--- src/rtl/vfu_pkg.sv ---
// -----------------------------------------------------------------------------
// vfu_pkg
// Shared types and constants for the vector functional unit.
//   state_t  : control FSM states
//   op_t     : opcode carried in cfg[OP_MSB:OP_LSB]
//   acc_width: width of the dot-product accumulator. It is sized so that
//              num_inputs full-width products can be summed without overflow.
// -----------------------------------------------------------------------------
package vfu_pkg;

  typedef enum logic [1:0] {
    IDLE,
    LOAD,
    COMPUTE,
    DONE
  } state_t;

  typedef enum logic [1:0] {
    OP_VADD,
    OP_VMUL,
    OP_DOT,
    OP_VMAX
  } op_t;

  // Opcode field inside the config word; the bits above it are reserved.
  localparam int OP_LSB = 0;
  localparam int OP_MSB = 1;

  function automatic int acc_width(input int w, input int n);
    return 2 * w + $clog2(n);
  endfunction

endpackage

--- src/rtl/vfu_alu.sv ---
// -----------------------------------------------------------------------------
// vfu_alu
// Combinational single-element operation. The top steps one element through
// it per cycle.
//   a_i, b_i     : operand elements (width bits)
//   op_i         : operation select
//   acc_in_i     : running dot-product accumulator
//   elem_out_o   : per-element result (0 for DOT; DOT reports through acc)
//   acc_out_o    : next accumulator value (acc_in_i when not DOT)
// -----------------------------------------------------------------------------
module vfu_alu
  import vfu_pkg::*;
#(
  parameter int width = 16,
  parameter int acc_w = 34
) (
  input  logic [width-1:0] a_i,
  input  logic [width-1:0] b_i,
  input  op_t              op_i,
  input  logic [acc_w-1:0] acc_in_i,
  output logic [width-1:0] elem_out_o,
  output logic [acc_w-1:0] acc_out_o
);

  // Full unsigned product. VMUL keeps the low half and DOT accumulates all of it.
  logic [2*width-1:0] prod;
  assign prod = {{width{1'b0}}, a_i} * {{width{1'b0}}, b_i};

  always_comb begin
    elem_out_o = '0;
    acc_out_o  = acc_in_i;
    unique case (op_i)
      OP_VADD: elem_out_o = a_i + b_i;
      OP_VMUL: elem_out_o = prod[width-1:0];
      OP_DOT:  acc_out_o  = acc_in_i + acc_w'(prod);
      // On a signed tie, A wins.
      OP_VMAX: elem_out_o = ($signed(a_i) >= $signed(b_i)) ? a_i : b_i;
      default: ;
    endcase
  end

endmodule

--- src/rtl/vector_fu.sv ---
// -----------------------------------------------------------------------------
// vector_fu
// Vector functional unit placed after the tile register file. A go pulse
// triggers one full read of the register file: vectors A and B plus a config
// word. The unit then produces one result element per cycle and holds the
// result vector behind a valid/ready handshake.
//   clk, reset   : tile clock; synchronous active-high reset
//   go           : start request, dropped unless the FSM is idle
//   busy         : operation in flight (from accept until handshake)
//   ren          : register-file read enable; also blocks RF writes
//   r_data       : [0..n-1]=A, [n..2n-1]=B, [2n]=config word
//   r_data_vld   : read data valid, combinational on ren
//   res_data     : result vector
//   res_vld      : result valid
//   res_rdy      : consumer ready
// -----------------------------------------------------------------------------
module vector_fu
  import vfu_pkg::*;
#(
  parameter  int width        = 16,
  parameter  int num_inputs   = 4,
  localparam int total_inputs = num_inputs + num_inputs
) (
  input  logic                                  clk,
  input  logic                                  reset,
  input  logic                                  go,
  output logic                                  busy,
  output logic                                  ren,
  input  logic [total_inputs:0][width-1:0]      r_data,
  input  logic                                  r_data_vld,
  output logic [num_inputs-1:0][width-1:0]      res_data,
  output logic                                  res_vld,
  input  logic                                  res_rdy
);

  localparam int ACC_W = acc_width(width, num_inputs);
  localparam int IDX_W = (num_inputs > 1) ? $clog2(num_inputs) : 1;
  localparam logic [IDX_W-1:0] IDX_LAST = IDX_W'(num_inputs - 1);

  state_t                           state_q;
  logic                             ren_q, busy_q, vld_q;
  logic [num_inputs-1:0][width-1:0] a_q, b_q, res_q;
  op_t                              op_q;
  logic [IDX_W-1:0]                 idx_q;
  logic [ACC_W-1:0]                 acc_q;

  // ALU outputs for the current element.
  logic [width-1:0]                 elem_d;
  logic [ACC_W-1:0]                 acc_d;

  // Reserved config bits carry no meaning and are deliberately dropped.
  logic unused_cfg;
  assign unused_cfg = ^r_data[total_inputs][width-1:OP_MSB+1];

  vfu_alu #(
    .width (width),
    .acc_w (ACC_W)
  ) u_alu (
    .a_i        (a_q[idx_q]),
    .b_i        (b_q[idx_q]),
    .op_i       (op_q),
    .acc_in_i   (acc_q),
    .elem_out_o (elem_d),
    .acc_out_o  (acc_d)
  );

  always_ff @(posedge clk) begin
    if (reset) begin
      state_q <= IDLE;
      ren_q   <= 1'b0;
      busy_q  <= 1'b0;
      vld_q   <= 1'b0;
      a_q     <= '0;
      b_q     <= '0;
      res_q   <= '0;
      op_q    <= OP_VADD;
      idx_q   <= '0;
      acc_q   <= '0;
    end else begin
      unique case (state_q)
        IDLE: begin
          if (go) begin
            state_q <= LOAD;
            ren_q   <= 1'b1;
            busy_q  <= 1'b1;
          end
        end
        LOAD: begin
          // Snapshot the operands so that later RF writes cannot disturb this op.
          if (r_data_vld) begin
            for (int i = 0; i < num_inputs; i++) begin
              a_q[i] <= r_data[i];
              b_q[i] <= r_data[num_inputs+i];
            end
            op_q    <= op_t'(r_data[total_inputs][OP_MSB:OP_LSB]);
            ren_q   <= 1'b0;
            idx_q   <= '0;
            acc_q   <= '0;
            state_q <= COMPUTE;
          end
        end
        COMPUTE: begin
          // Results are written in place. For DOT, elem_d is 0, so the upper
          // lanes end at zero; lane 0 takes the final accumulator below.
          res_q[idx_q] <= elem_d;
          acc_q        <= acc_d;
          if (idx_q == IDX_LAST) begin
            state_q <= DONE;
            vld_q   <= 1'b1;
            if (op_q == OP_DOT) res_q[0] <= acc_d[width-1:0];
          end else begin
            idx_q <= idx_q + IDX_W'(1);
          end
        end
        DONE: begin
          if (res_rdy) begin
            vld_q   <= 1'b0;
            busy_q  <= 1'b0;
            state_q <= IDLE;
          end
        end
        default: state_q <= IDLE;
      endcase
    end
  end

  assign busy     = busy_q;
  assign ren      = ren_q;
  assign res_vld  = vld_q;
  assign res_data = res_q;

endmodule

--- config.mk ---
export PLATFORM = sky130hd
export DESIGN_NAME = vector_fu
export DESIGN_NICKNAME = d
export VERILOG_FILES = /design/src/rtl/vfu_pkg.sv /design/src/rtl/vfu_alu.sv /design/src/rtl/vector_fu.sv
export SDC_FILE = /design/constraint.sdc
export NUM_CORES = 1
export LEC_CHECK = 0
export CAP_MARGIN = 20
export CORE_MARGIN = 2
export CORE_UTILIZATION = 51
export DETAILED_ROUTE_END_ITERATION = 10
export GPL_ROUTABILITY_DRIVEN = 0
export MAX_ROUTING_LAYER = met4
export PLACE_DENSITY = 0.75
export SYNTH_ARGS = -nofsm -noshare
export SYNTH_HDL_FRONTEND = slang
export SYNTH_SLANG_ARGS = --single-unit
export TNS_END_PERCENT = 50
--- constraint.sdc ---
create_clock -name clk -period 13.4 [get_ports clk]
set_input_delay 2.68 -clock clk [delete_from_list [all_inputs] [get_ports clk]]
set_output_delay 2.68 -clock clk [all_outputs]
set_load 0.01 [all_outputs]
== After elaboration in Yosys (flattened, before gate mapping) ==
Index checks and enable logic that the tools add are counted.

* $add $sub $neg: 3
* $mul: 1
* Magnitude comparators: 3
* Equality and inequality tests: 13
* Muxes and demuxes: 29
* Reduce and logical (&&, ||, !) cells: 15

{| class="wikitable"
|+ Operator list
! cell !! count
|-
| $mux W16 || 6
|-
| $mux W34 || 2
|-
| $pmux W34 S2 || 1
|-
| $bmux W16 S2 || 2
|-
| $bwmux W64 || 1
|-
| $pmux W16 S3 || 1
|-
| $add A34 B32 Y34 || 1
|-
| $demux W16 S2 || 1
|-
| $mul A16 B16 Y32 || 1
|-
| $add A16 B16 Y16 || 1
|-
| $ge A16 B16 Y1 || 1
|-
| $reduce_and A3 Y1 || 5
|-
| $mux W2 || 6
|-
| $ne A2 B2 Y1 const B || 6
|-
| $eq A2 B2 Y1 const B || 5
|-
| $pmux W2 S4 || 1
|-
| $reduce_bool A2 Y1 || 4
|-
| $pmux W1 S2 || 3
|-
| $eq A2 B1 Y1 const B || 2
|-
| $logic_not A2 Y1 || 2
|-
| $mux W1 || 4
|-
| $pmux W2 S2 || 1
|-
| $reduce_and A2 Y1 || 2
|-
| $reduce_and A4 Y1 || 1
|-
| 4 further kinds || 4
|}

* Register bits: 235
* Input bits: 149
* Output and inout port bits: 67
* Logic and storage cells: 84

== Logic depth before layout (Yosys ltp) ==
* Depth in word-level cells: 8
* Depth in mapped cells: 33
* Mapped depth without buffers: 29

== Hierarchy ==
Synthesis repeated with hierarchy kept, for this count alone.

* Cell total of the unflattened synthesis: 2,614
* Area total of the unflattened synthesis: 21,330.5 um^2

{| class="wikitable"
|+ By module, submodules not included
! module !! instances !! cells each !! area an instance (um^2) !! sequential area each (um^2)
|-
| vfu_alu || 1 || 1,499 || 11,951.5 || 0.0
|-
| vector_fu || 1 || 1,115 || 9,379.0 || 4,704.5
|}

== Worst setup path after synthesis ==
OpenSTA, ideal clock, no wires.

* Path kind: register to register
* From: register idx_q[0]
* To: register res_q (netlist bit res_data[15])
* Setup time: 0.066 ns
* Arrival time: 7.565 ns
* Required time: 13.334 ns
* Setup slack: 5.768 ns
* Cell stages (with the launch flop): 31
* Path buffers: 4
* Clock period less this slack: 7.632 ns
* Path through: dfxtp_1 buf_6 buf_6 buf_6 mux4_2 clkbuf_1 ha_1 fa_1 inv_1 fa_1 inv_1 fa_1 inv_1 fa_1 fa_1 fa_1 inv_1 ha_1 and2_1 a31o_2 a41o_1 nor2_1 xnor2_1 ha_1 a21o_1 a31oi_1 o21ai_0 xnor2_1 xnor2_1 a311o_1 a21oi_2

* Word-level cells in the longest chain between the ends: 8
* Elaborated cells between the ends (all ways): 20
* Classes of those cells: add/sub: 2; mul: 1; order compare: 3; eq/ne: 1; mux: 12; reduce/logical: 1

{| class="wikitable"
|+ RTL lines
! item !! line !! source
|-
| from (decl) || vector_fu.sv:44 || <nowiki>logic [IDX_W-1:0] idx_q;</nowiki>
|-
| from (signal assigned) || vector_fu.sv:112 || <nowiki>idx_q <= idx_q + IDX_W'(1);</nowiki>
|-
| branches (longest 7 deep; another with $add A34 B32 Y34) || n/a ||
|-
| $mux W16 * || vector_fu.sv:107 || <nowiki>if (idx_q == IDX_LAST) begin</nowiki>
|-
| to (signal, indexed assignment) || vector_fu.sv:105 || <nowiki>res_q[idx_q] <= elem_d;</nowiki>
|-
| to (decl) || vector_fu.sv:42 || <nowiki>logic [num_inputs-1:0][width-1:0] a_q, b_q, res_q;</nowiki>
|}

Every way passes the cells marked *. The select of a mux whose other input is x is not followed.
A chain may end at the register's enable or synchronous reset.

== Worst setup path after layout ==
Ends and elaborated chain as after synthesis.

==> metrics.md <==
| Metric | Value |
|---|---|
| Mapped Cells | `1761` |
| Status | `finished clean` |
| DIE WIDTH | `around 170 µm` |
| RSZ-0062 raised after global routing | `false` |
| Clock Skew | `0.0168 ns` |
| Yosys top cell area share | `29.7%` |
| Comb pwr share | `37.2%` |
| WL per Instance | `17.5 µm` |
| Lkg Pwr | `slightly below 7 nW` |
| First-pass GRT wire length | `around 65000 µm` |
| Slew Viols, Final | `0` |
| Post-synth top flop | `dfxtp_1` |
| Slew of the pin with the lowest slew margin | `1.09 ns` |
| Final hold vios | `0` |
| Commonest cells in the netlist | `nand2_1, dfxtp_1, a21oi_1` |
| Routed Antenna Nets | `0` |
| Crit path capture type | `register` |
| Fmax | `115 MHz` |
| DPL Wire Length | `29100 µm` |
| Vias in the first global route | `12800` |
| Sequential share of power | `33.4%` |
| Most frequent cell after synthesis | `nand2_1` |
| Syn Nets | `2097` |
| Reg2reg start | `idx_q[0]` |
| Final Routed Wirelength | `40000 µm` |
| Post-synth ARST share | `0%` |
| Post-synth top area cell | `dfxtp_1` |
| Switching part of the total power | `between 30% and 40%` |
| GRT Total Usage | `roughly 27%` |
| Dpl cell area | `roughly 17000 µm²` |
| Diodes inserted | `0` |
| Total of fill cells in the finished design | `2443` |
| Mapped Area | `14600 µm²` |
| Total power per unit cell area | `131 nW/µm²` |
| Vias per inst | `around 5.5` |
| Worst-path maximum fanout | `34` |
| CTS buffer count | `24` |
| Die Y-Extent | `173 µm` |
| Worst Path Arrival | `around 9.2 ns` |
| Reg area | `4350 µm²` |
| Iter 0 DRT Violations | `1063` |
| Post_cts resized | `0` |
| First drt pass iteration count | `5` |
| I/O Buffers | `between 200 and 250` |
| CP startpoint | `idx_q[0]` |
| Seq/Total Area, Yosys | `29.7%` |
| Core box area | `~28000 µm²` |
| Combined area of the multi-input logic cells | `9250 µm²` |
| Fin area | `17600 µm²` |
| Internal power | `1.45 mW` |
| Initial antenna violation count | `0` |
| H-tree depth | `1` |
| Hold Crit Class | `reg2reg` |
| Slew Limit Headroom | `between 20% and 30%` |
| DRC viols | `0` |
| Sw power | `0.867 mW` |
| Nets | `2227` |
| Number of top-level pins | `around 220` |
| CTS tree | `built` |
| CTS root buffer | `clkbuf_16` |
| Layout area overhead | `20.4%` |
| Setup TNS | `0 ns` |
| HP Start | `a_q[40]` |
| Die area | `30100 µm²` |
| Syn_area_per_cell | `8.31 µm²` |
| MaxCap Viol Count | `0` |
| CTS max path bufs | `3` |
| Share of cells above drive strength 1 | `4.77%` |
| Via Count | `12700` |
| Worst endpoint required time | `13.86 ns` |
| EDFF count, synth | `0` |
| Synth unique cells | `64` |
| Crit path kind | `reg2reg` |
| Count of state elements after synthesis | `217` |
| Synth area leaders | `dfxtp_1, fa_1, ha_1` |
| Clock power share | `29.4%` |
| YS warnings | `0` |
| Clk slew on worst S/H paths | `approximately 0.060 ns` |
| Endpoints failing setup | `0` |
| Row cnt | `62` |
| CTS Sinks | `217` |
| Initial Utilization | `51.4%` |
| Gr ovfl total | `0` |
| Largest net degree at the start of global routing | `134` |
| Peak supply drop | `97.0 µV` |
| CP Launch Type | `register` |
| Fin crit period | `8.70 ns` |
| Fin crit share | `64.9%` |
| Worst-Skew Late Latency | `about 0.53 ns` |
| Post-CTS Hold Buffers | `0` |
| Post-CTS setup buffers | `0` |
## power groups by stage
stage | registers, mW | logic, mW | clock network [mW]
4_1_cts | 0.772 | 0.849 | 0.691
3_5_place_dp | 0.786 | 0.845 | 0
5_1_grt | 0.782 | 0.941 | 0.716
6_report | 0.772 | 0.860 | 0.681
2_1_floorplan | 0.780 | 0.582 | 0
3_3_place_gp | 0.782 | 0.828 | 0
## final cells by class
type	count	share of cell area (%)
Clock inverter	12	0.887
Inverter	163	3.47
Clock buffer	32	3.80
Sequential cell	217	24.6
Timing Repair Buffer	209	12.0
Tap cell	384	2.73
Multi-Input combinational cell	1276	52.5
## worst paths after layout
| kind | to | slack [ns] | depth (start not counted) |
|---|---|---|---|
| setup / recovery | res_data[15] | 4.70 | 27 |
| hold / removal | a_q[40] | 0.45 | 2 |
| setup reg to reg | res_data[15] | 4.70 | 27 |
| hold reg to reg | a_q[40] | 0.45 | 2 |
## worst max-delay path, stage by stage, from the launching register on
cell     delay, ns
dfxtp_2       0.36
buf_4         0.55
mux4_2        0.82
ha_1          0.40
fa_1          0.56
inv_1         0.05
fa_1          0.42
inv_1         0.08
fa_1          0.41
inv_1         0.09
fa_1          0.45
fa_1          0.53
fa_1          0.55
inv_1         0.04
ha_1          0.35
and2_1        0.20
a31o_2        0.21
a41o_1        0.23
nor2_1        0.13
xnor2_1       0.28
ha_1          0.34
a21o_1        0.18
a31oi_1       0.24
o21ai_0       0.26
xnor2_1       0.33
xnor2_1       0.10
a311o_1       0.36
a21oi_2       0.09
## flip-flops by register name, summed over array words and instances, names as in the netlist
| name | cells |
|---|---|
| a_q | 64 |
| acc_q | 16 |
| b_q | 64 |
| busy | 1 |
| idx_q | 2 |
| op_q | 2 |
| ren | 1 |
| res_data | 64 |
| res_vld | 1 |
| state_q | 2 |
## metrics by stage
stage | worst slack (ns) | std cells | utilization (%) | hold WS (ns) | total power [mW]
floorplan | 5.77 | 1761 | - | 0.432 | 1.36
global placement | 4.89 | 2247 | 58.8 | 0.439 | 1.61
detailed placement | 4.78 | 2247 | 58.8 | 0.444 | 1.63
CTS | 4.72 | 2291 | 61.7 | 0.452 | 2.31
global route | 4.24 | 2293 | 61.9 | 0.463 | 2.44
finish | 4.70 | 2293 | 61.9 | 0.451 | 2.31
## routing by layer
metal	share of wire, %	vias to the layer above	wire length (µm)	track usage [%]
li1	-	6101	-	-
met1	43	6039	17100	35.4
met2	47	466	18900	44.5
met3	7.2	84	2870	3.95
met4	2.9	0	1170	8.62
met5	0	-	0	-
## kinds of logic after synthesis
family,Yosys count,synth area share (%)
AO/OA/AOI/OAI,370,15.5
XOR/XNOR,61,3.80
adder cells (fa/ha/maj),187,20.2
buffers and inverters,268,7.19
flip-flops,217,29.7
multiplexers,41,5.62
AND/OR/NAND/NOR,617,18.0
## cells in the final DEF (no fill, tap or decap), drive strengths merged, types with 7 or more instances in the layout
master	count
a2111oi	10
a211oi	57
a21o	7
a21oi	190
a22oi	12
and2	71
buf	9
clkbuf	32
clkdlybuf4s50	200
clkinv	8
dfxtp	217
fa	82
ha	105
inv	163
mux2i	9
mux4	32
nand2	342
nand3	11
nor2	139
nor2b	9
nor3	20
o21a	7
o21ai	34
o22a	9
xnor2	46
xor2	14
Power figures use the tool's default switching activity.
